**src/rtl/regfile_dump_reader.sv**
```systemverilog
// Walks an inclusive register address range through a combinational register-file read port.
// Each word is captured and streamed out with its index over a valid/ready handshake.
module regfile_dump_reader #(
  parameter int ADDR_W = 5,
  parameter int DATA_W = 32
) (
  input  logic              clk,
  input  logic              rst,
  input  logic              start,
  input  logic [ADDR_W-1:0] first_addr,
  input  logic [ADDR_W-1:0] last_addr,
  output logic [ADDR_W-1:0] rf_addr,
  input  logic [DATA_W-1:0] rf_data,
  output logic              out_valid,
  input  logic              out_ready,
  output logic [ADDR_W-1:0] out_addr,
  output logic [DATA_W-1:0] out_data,
  output logic              busy,
  output logic              done,
  output logic              err
);

  typedef enum logic [1:0] {
    IDLE = 2'd0,
    READ = 2'd1,
    SEND = 2'd2,
    DONE = 2'd3
  } state_t;

  state_t            state_reg, state_next;
  logic [ADDR_W-1:0] cur_reg, last_reg;
  logic [ADDR_W-1:0] out_addr_reg;
  logic [DATA_W-1:0] out_data_reg;
  logic              out_valid_reg, busy_reg, done_reg, err_reg;

  logic accept, reject, handshake, at_last;

  assign accept    = (state_reg == IDLE) && start && (first_addr <= last_addr);
  assign reject    = (state_reg == IDLE) && start && (first_addr > last_addr);
  assign handshake = (state_reg == SEND) && out_valid_reg && out_ready;
  // Compare before incrementing so a range ending at the top address never wraps.
  assign at_last   = (cur_reg == last_reg);

  // State register
  always_ff @(posedge clk or posedge rst) begin
    if (rst) begin
      state_reg <= IDLE;
    end else begin
      state_reg <= state_next;
    end
  end

  // Next-state logic
  always_comb begin
    state_next = state_reg;
    case (state_reg)
      IDLE: if (accept) state_next = READ;
      READ: state_next = SEND;
      SEND: if (handshake) state_next = at_last ? DONE : READ;
      DONE: state_next = IDLE;
      default: state_next = IDLE;
    endcase
  end

  // Output logic: the read address is only presented during the capture cycle.
  always_comb begin
    rf_addr = '0;
    if (state_reg == READ) begin
      rf_addr = cur_reg;
    end
  end

  always_ff @(posedge clk or posedge rst) begin
    if (rst) begin
      cur_reg       <= '0;
      last_reg      <= '0;
      out_addr_reg  <= '0;
      out_data_reg  <= '0;
      out_valid_reg <= 1'b0;
      busy_reg      <= 1'b0;
      done_reg      <= 1'b0;
      err_reg       <= 1'b0;
    end else begin
      done_reg <= 1'b0;
      err_reg  <= reject;
      if (accept) begin
        cur_reg  <= first_addr;
        last_reg <= last_addr;
        busy_reg <= 1'b1;
      end
      if (state_reg == READ) begin
        out_data_reg  <= rf_data;
        out_addr_reg  <= cur_reg;
        out_valid_reg <= 1'b1;
      end
      if (handshake) begin
        out_valid_reg <= 1'b0;
        if (at_last) begin
          busy_reg <= 1'b0;
          done_reg <= 1'b1;
        end else begin
          cur_reg <= cur_reg + ADDR_W'(1);
        end
      end
    end
  end

  assign out_valid = out_valid_reg;
  assign out_addr  = out_addr_reg;
  assign out_data  = out_data_reg;
  assign busy      = busy_reg;
  assign done      = done_reg;
  assign err       = err_reg;

endmodule

```
**config.mk**
```make
export PLATFORM = sky130hd
export DESIGN_NAME = regfile_dump_reader
export DESIGN_NICKNAME = d
export VERILOG_FILES = /design/src/rtl/regfile_dump_reader.sv
export SDC_FILE = /design/constraint.sdc
export NUM_CORES = 1
export LEC_CHECK = 0
export CORE_MARGIN = 1
export CORE_UTILIZATION = 46
export DETAILED_ROUTE_END_ITERATION = 7
export GPL_ROUTABILITY_DRIVEN = 0
export GPL_TIMING_DRIVEN = 0
export PLACE_DENSITY = 0.84
export SKIP_CTS_REPAIR_TIMING = 1
export SYNTH_ARGS = -nofsm -noshare
export SYNTH_HDL_FRONTEND = slang
export SYNTH_SLANG_ARGS = --single-unit
```
**constraint.sdc**
```tcl
create_clock -name clk -period 3.8 [get_ports clk]
set_input_delay 0.38 -clock clk [delete_from_list [all_inputs] [get_ports clk]]
set_output_delay 0.38 -clock clk [all_outputs]
set_load 0.02 [all_outputs]
```
==> results.sh, run 1 <==
export IMPL_outcome="finished, final reports clean"
export IMPL_fin_worst_skew_ns=0.00674
export IMPL_fin_crit_ns=2.48
export IMPL_track_usage_pct=19.1
export IMPL_cts_root_buf="clkbuf_8"
export IMPL_drtAntennaViolNets=0
export IMPL_slowest_delay_ns=0.61
export IMPL_synth_top_family_by_area="multiplexers"
export IMPL_ys_types=32
export IMPL_port_buffers=91
export IMPL_syn_inst=182
export IMPL_yosysMostFrequentCell="dfrtp_1"
export IMPL_synth_ff_type="dfrtp_1"
export IMPL_cts_buffers=5
export IMPL_synth_compound_area_share_pct=6.90
export IMPL_finalPower_w=0.00275
export IMPL_synthSimpleGateAreaFrac_pct=9.23
export IMPL_grt_pass1_wl_mm=7.62
export IMPL_path_class="flop to output port"
export IMPL_synth_top_area_share_pct=57.6
export IMPL_slew_limit_headroom_pct=61.0
export IMPL_htreeDepth=2
export IMPL_via_per_inst=4.89
export IMPL_die_area_um2=5290
export IMPL_initialDrtViolationCount=51
export IMPL_ys_seq_elements=53
export IMPL_min_period_over_period_pct=65.2
export IMPL_drive_gt1_share_pct=20.6
export IMPL_async_reset_ff_share_pct=100
export IMPL_clockBufferDepth=2
export IMPL_maxCapViolations=0
export IMPL_synth_xor_area_share_pct=1.90
export IMPL_max_freq_mhz=404
export IMPL_worstSkewPairLatency_ns=0.30
export IMPL_synth_nets=234
export IMPL_rows=25
export IMPL_synth_edf_count=0
export IMPL_fp_dieW_um=72.8
export IMPL_fp_dieH_um=72.8
export IMPL_nets=333
export IMPL_start_util_pct=48.1
export IMPL_ys_top_cells_by_area="dfrtp_1, mux2_2, ha_1, nand2_1, xnor2_1"
export IMPL_n_antenna_cell=0
export IMPL_syn_to_final_growth_pct=48.0
export IMPL_hold_slack_ns=0.453
export IMPL_post_dp_hpwl_mm=3.66
export IMPL_cts_sinks=53
export IMPL_startpoint="state_reg[1]"
export IMPL_overflow=0
export IMPL_drc_errors=0
export IMPL_setup_tns_final_ns=0
export IMPL_start_kind="flop"
export IMPL_vias=1700
export IMPL_cp_data_arrival_time_ns=2.10
export IMPL_yosysWarnings=0
export IMPL_yosys_area_top_type="dfrtp_1"
export IMPL_grt_max_degree=28
export IMPL_worst_path_max_fanout=10
export IMPL_wl_per_cell_um=13.8
export IMPL_synth_area_um2=2300
export IMPL_slowest_stage="clkdlybuf4s50_1"
export IMPL_first_global_vias=1673
export IMPL_yosysSeqAreaShare_pct=57.6
export IMPL_wl_mm=4.81
export IMPL_first_pass_iters=4
export IMPL_hold_viol=0
export IMPL_required_ns=3.42
export IMPL_r2r_start="cur_reg[0]"
export IMPL_final_core_util_pct=71.2
export IMPL_yosys_top_cells_count="dfrtp_1, mux2_2, nand2_1"
export IMPL_largest_reg_flops=32
export IMPL_setup_viol=0
export IMPL_place_area_um2=3320
export IMPL_coreArea_um2=4790
export IMPL_hold_class="primary input to async pin"
export IMPL_crit_path_frequent_cell="buf_2"
export IMPL_leakage_nw=1.45
export IMPL_max_vdd_ir_drop_mv=0.393
export IMPL_syn_area_per_cell_um2=12.7
export IMPL_worstPathCellList="and2b_1 -> buf_2 -> buf_2 -> and2_1 -> clkdlybuf4s50_1"
export IMPL_synth_mux_area_share_pct=18.1
export IMPL_num_io_pins=92
export IMPL_critPathCaptureType="output port"
export IMPL_cts_tree="done"
export IMPL_worstMarginPinSlew_ns=0.584
export IMPL_drv_slew=0
export IMPL_path_clk_slew_ns=0.09
export IMPL_rsz0062_at_grt="no"
export IMPL_antenna_found_initial=0
export IMPL_p_per_area_nw_per_um2=807
export IMPL_fin_area_um2=3410
export IMPL_synth_adder_area_share_pct=3.26
## area by class of cell
| type | instances | area [µm²] |
|---|---|---|
| plain buffers | 6 | 32.5 |
| clock buffers | 6 | 82.6 |
| clock inverters | 1 | 7.51 |
| fillers | 354 | 1380 |
| inverters | 10 | 37.5 |
| multi-input cells | 113 | 907 |
| flip-flops and latches | 53 | 1330 |
| well taps | 67 | 83.8 |
| repair buffers | 92 | 931 |
## path summary, 6_finish.rpt
check,end,slack (ns),depth (start not counted)
worst max-delay path,rf_addr[0],1.32,5
worst min-delay path,out_data[4],0.45,2
worst max register to register,cur_reg[3],2.06,5
worst min register to register,out_data[13],0.51,1
max in group asynchronous,out_valid,2.80,3
min in group clk,out_data[13],0.51,1
## metal layers
layer  routed length, µm  global-route usage [%]  vias to the layer above  share of wire (%)
li1                    -                       -                      821                  -
met3                 315                    5.11                        6                6.5
met1                2070                    23.8                      807                 43
met5                   0                       0                        -                  0
met4                  53                    5.88                        0                1.1
met2                2370                    32.5                       66                 49
## where the power goes
group / switching [W] / internal [W]
clock: 0.000170 / 0.000144
sequential: 0.000170 / 0.000839
combinational: 0.000650 / 0.000778
total: 0.000991 / 0.00176
## cells by family (layout without fill, tap and decap cells)
| family | count (synthesis) | in the layout |
|---|---|---|
| DFF | 53 | 53 |
| xor gates and xnor gates | 5 | 5 |
| AOI/OAI and AO/OA | 23 | 23 |
| buffers and inverters | 16 | 115 |
| muxes | 37 | 37 |
| adders and majority gates | 6 | 6 |
| and+or+nand+nor | 42 | 42 |
## worst max-delay path: cells and delay by family (launching register included)
family                 cells  cell delay [ns]
DFF                        1             0.41
and+or+nand+nor            2             0.36
buffers and inverters      3             1.04
## layout by cell type, fill, tap and decap left out
| master | count |
|---|---|
| a211oi_2 | 1 |
| a21o_1 | 1 |
| a21o_2 | 1 |
| a21oi_1 | 3 |
| a21oi_2 | 1 |
| a31oi_1 | 2 |
| and2_1 | 5 |
| and2b_1 | 1 |
| and3_1 | 1 |
| buf_12 | 1 |
| buf_2 | 5 |
| buf_4 | 1 |
| clkbuf_8 | 6 |
| clkdlybuf4s50_1 | 91 |
| clkinvlp_4 | 1 |
| dfrtp_1 | 53 |
| ha_1 | 6 |
| inv_1 | 9 |
| inv_2 | 1 |
| mux2_2 | 37 |
| nand2_1 | 14 |
| nand2b_1 | 1 |
| nand3_1 | 3 |
| nand4_1 | 2 |
| nand4b_1 | 1 |
| nor2_1 | 8 |
| nor2b_1 | 1 |
| nor3_1 | 3 |
| nor3_2 | 1 |
| o211ai_1 | 2 |
| o21a_1 | 2 |
| o21ai_0 | 3 |
| o21ai_1 | 4 |
| o21ba_4 | 1 |
| o22ai_1 | 2 |
| or3b_4 | 1 |
| xnor2_1 | 5 |
## through the flow
step / instances / setup WS, ns
floorplan: 182 / 2.08
detailed placement: 341 / 1.37
global placement: 340 / 1.13
CTS: 348 / 1.31
global route: 348 / 1.21
finish: 348 / 1.32
No activity file was read; power rests on OpenSTA's default activity.
==> run 2: changes to the inputs <==
--- a/config.mk
+++ b/config.mk
@@ -6,11 +6,11 @@
 export NUM_CORES = 1
 export LEC_CHECK = 0
 export CORE_MARGIN = 1
-export CORE_UTILIZATION = 46
+export CORE_UTILIZATION = 43
 export DETAILED_ROUTE_END_ITERATION = 7
 export GPL_ROUTABILITY_DRIVEN = 0
 export GPL_TIMING_DRIVEN = 0
-export PLACE_DENSITY = 0.84
+export PLACE_DENSITY = 0.8
 export SKIP_CTS_REPAIR_TIMING = 1
 export SYNTH_ARGS = -nofsm -noshare
 export SYNTH_HDL_FRONTEND = slang
==> constraint.sdc (replaced) <==
create_clock -name clk -period 2.5 [get_ports clk]
set_input_delay 0.25 -clock clk [delete_from_list [all_inputs] [get_ports clk]]
set_output_delay 0.25 -clock clk [all_outputs]
set_load 0.02 [all_outputs]
==> run 2 against run 1 <==
Register-to-register slack worse by 1.3 ns. Setup slack worse by 1.1 ns. Sequential share of layout area is essentially flat. Final area about the same. Flip-flop and latch count stayed put. Utilization fell by 5.0 points. Critical path depth unchanged. Sequential power up 51%. Non-clock buffer count stayed put. Global-route usage down 2.1 points. Highest routed layer unchanged.
==> results.sh, run 2 (same netlist as run 1, synthesis figures left out) <==
export IMPL_first_global_vias=1642
export IMPL_worstSkewPairLatency_ns=0.30
export IMPL_layout_commonest_cell="clkdlybuf4s50_1"
export IMPL_start_kind="flop"
export IMPL_required_ns=2.25
export IMPL_leakage_nw=1.45
export IMPL_min_period_over_period_pct=92.8
export IMPL_htreeDepth=2
export IMPL_nets=333
export IMPL_cp_data_arrival_time_ns=2.07
export IMPL_port_buffers=91
export IMPL_setup_viol=0
export IMPL_first_pass_iters=4
export IMPL_coreArea_um2=5140
export IMPL_cts_root_buf="clkbuf_8"
export IMPL_post_dp_hpwl_mm=3.57
export IMPL_max_freq_mhz=431
export IMPL_finalPower_w=0.00416
export IMPL_critPathCaptureType="output port"
export IMPL_drtAntennaViolNets=0
export IMPL_slew_limit_headroom_pct=64.0
export IMPL_initialDrtViolationCount=32
export IMPL_antenna_found_initial=0
export IMPL_n_antenna_cell=0
export IMPL_outcome="finished, final reports clean"
export IMPL_fin_worst_skew_ns=0.00643
export IMPL_clockBufferDepth=2
export IMPL_syn_to_final_growth_pct=47.9
export IMPL_maxCapViolations=0
export IMPL_grt_pass1_wl_mm=7.15
export IMPL_drc_errors=0
export IMPL_fin_crit_ns=2.32
export IMPL_via_per_inst=4.88
export IMPL_worst_r2r_path_depth=5
export IMPL_path_class="flop to output port"
export IMPL_vias=1718
export IMPL_drv_slew=0
export IMPL_num_io_pins=92
export IMPL_path_clk_slew_ns=0.09
export IMPL_wl_per_cell_um=13.4
export IMPL_cts_buffers=5
export IMPL_worst_path_max_fanout=10
export IMPL_cts_sinks=53
export IMPL_largest_reg_flops=32
export IMPL_hold_viol=0
export IMPL_die_area_um2=5650
export IMPL_cts_tree="done"
export IMPL_hold_class="primary input to async pin"
export IMPL_overflow=0
export IMPL_start_util_pct=44.8
export IMPL_rows=26
export IMPL_max_vdd_ir_drop_mv=0.449
export IMPL_p_per_area_nw_per_um2=1220
export IMPL_startpoint="state_reg[1]"
export IMPL_fp_dieH_um=75.2
export IMPL_worstMarginPinSlew_ns=0.540
export IMPL_layout_common_cells="clkdlybuf4s50_1, dfrtp_1, mux2_2"
export IMPL_drive_gt1_share_pct=20.2
export IMPL_fp_dieW_um=75.2
export IMPL_grt_max_degree=29
export IMPL_rsz0062_at_grt="no"
export IMPL_hold_slack_ns=0.309
export IMPL_r2r_start="cur_reg[1]"
export IMPL_wl_mm=4.70
export IMPL_track_usage_pct=17.0
-- run 2: worst paths after layout --
path                                end  slack (ns)
setup / recovery             rf_addr[4]        0.18
hold / removal             out_data[24]        0.31
setup reg to reg             cur_reg[3]        0.78
hold reg to reg             last_reg[0]        0.50
max in group asynchronous  out_data[21]        1.65
min in group clk            last_reg[0]        0.50
-- run 2: cell type report --
class | count | area [µm²]
Fill cell | 432 | 1730
Sequential cell | 53 | 1330
Timing Repair Buffer | 92 | 931
Multi-Input combinational cell | 113 | 907
Tap cell | 70 | 87.6
Clock buffer | 7 | 76.3
Inverter | 10 | 37.5
Buffer | 6 | 32.5
Clock inverter | 1 | 7.51
-- run 2: stage by stage --
| stage | util, % | worst slack, ns | area [µm²] | TNS (ns) | instances |
|---|---|---|---|---|---|
| floorplan | - | 0.906 | 2300 | 0 | 182 |
| global placement | 64.2 | -0.00827 | 3300 | -0.295 | 343 |
| detailed placement | 64.6 | 0.253 | 3320 | 0 | 344 |
| CTS | 66.3 | 0.157 | 3410 | 0 | 352 |
| global route | 66.3 | 0.0606 | 3410 | 0 | 352 |
| finish | 66.3 | 0.179 | 3410 | 0 | 352 |
-- run 2: critical path: stages (launching register included) --
cell	delay, ns
dfrtp_1	0.41
and2b_1	0.19
buf_2	0.18
buf_2	0.24
and2_1	0.15
clkdlybuf4s50_1	0.61
-- run 2: metal layers --
metal / wire length (µm) / share of wire (%) / vias to the layer above / global-route usage (%)
li1: - / - / 822 / -
met4: 67 / 1.4 / 0 / 6.38
met5: 0 / 0 / - / 0
met1: 1930 / 41 / 827 / 19.5
met2: 2340 / 50 / 62 / 30.4
met3: 373 / 7.9 / 7 / 4.55
-- run 2: where the power goes --
part	switching, W	internal [W]
logic	0.000980	0.00118
registers	0.000256	0.00128
clock network	0.000265	0.000199
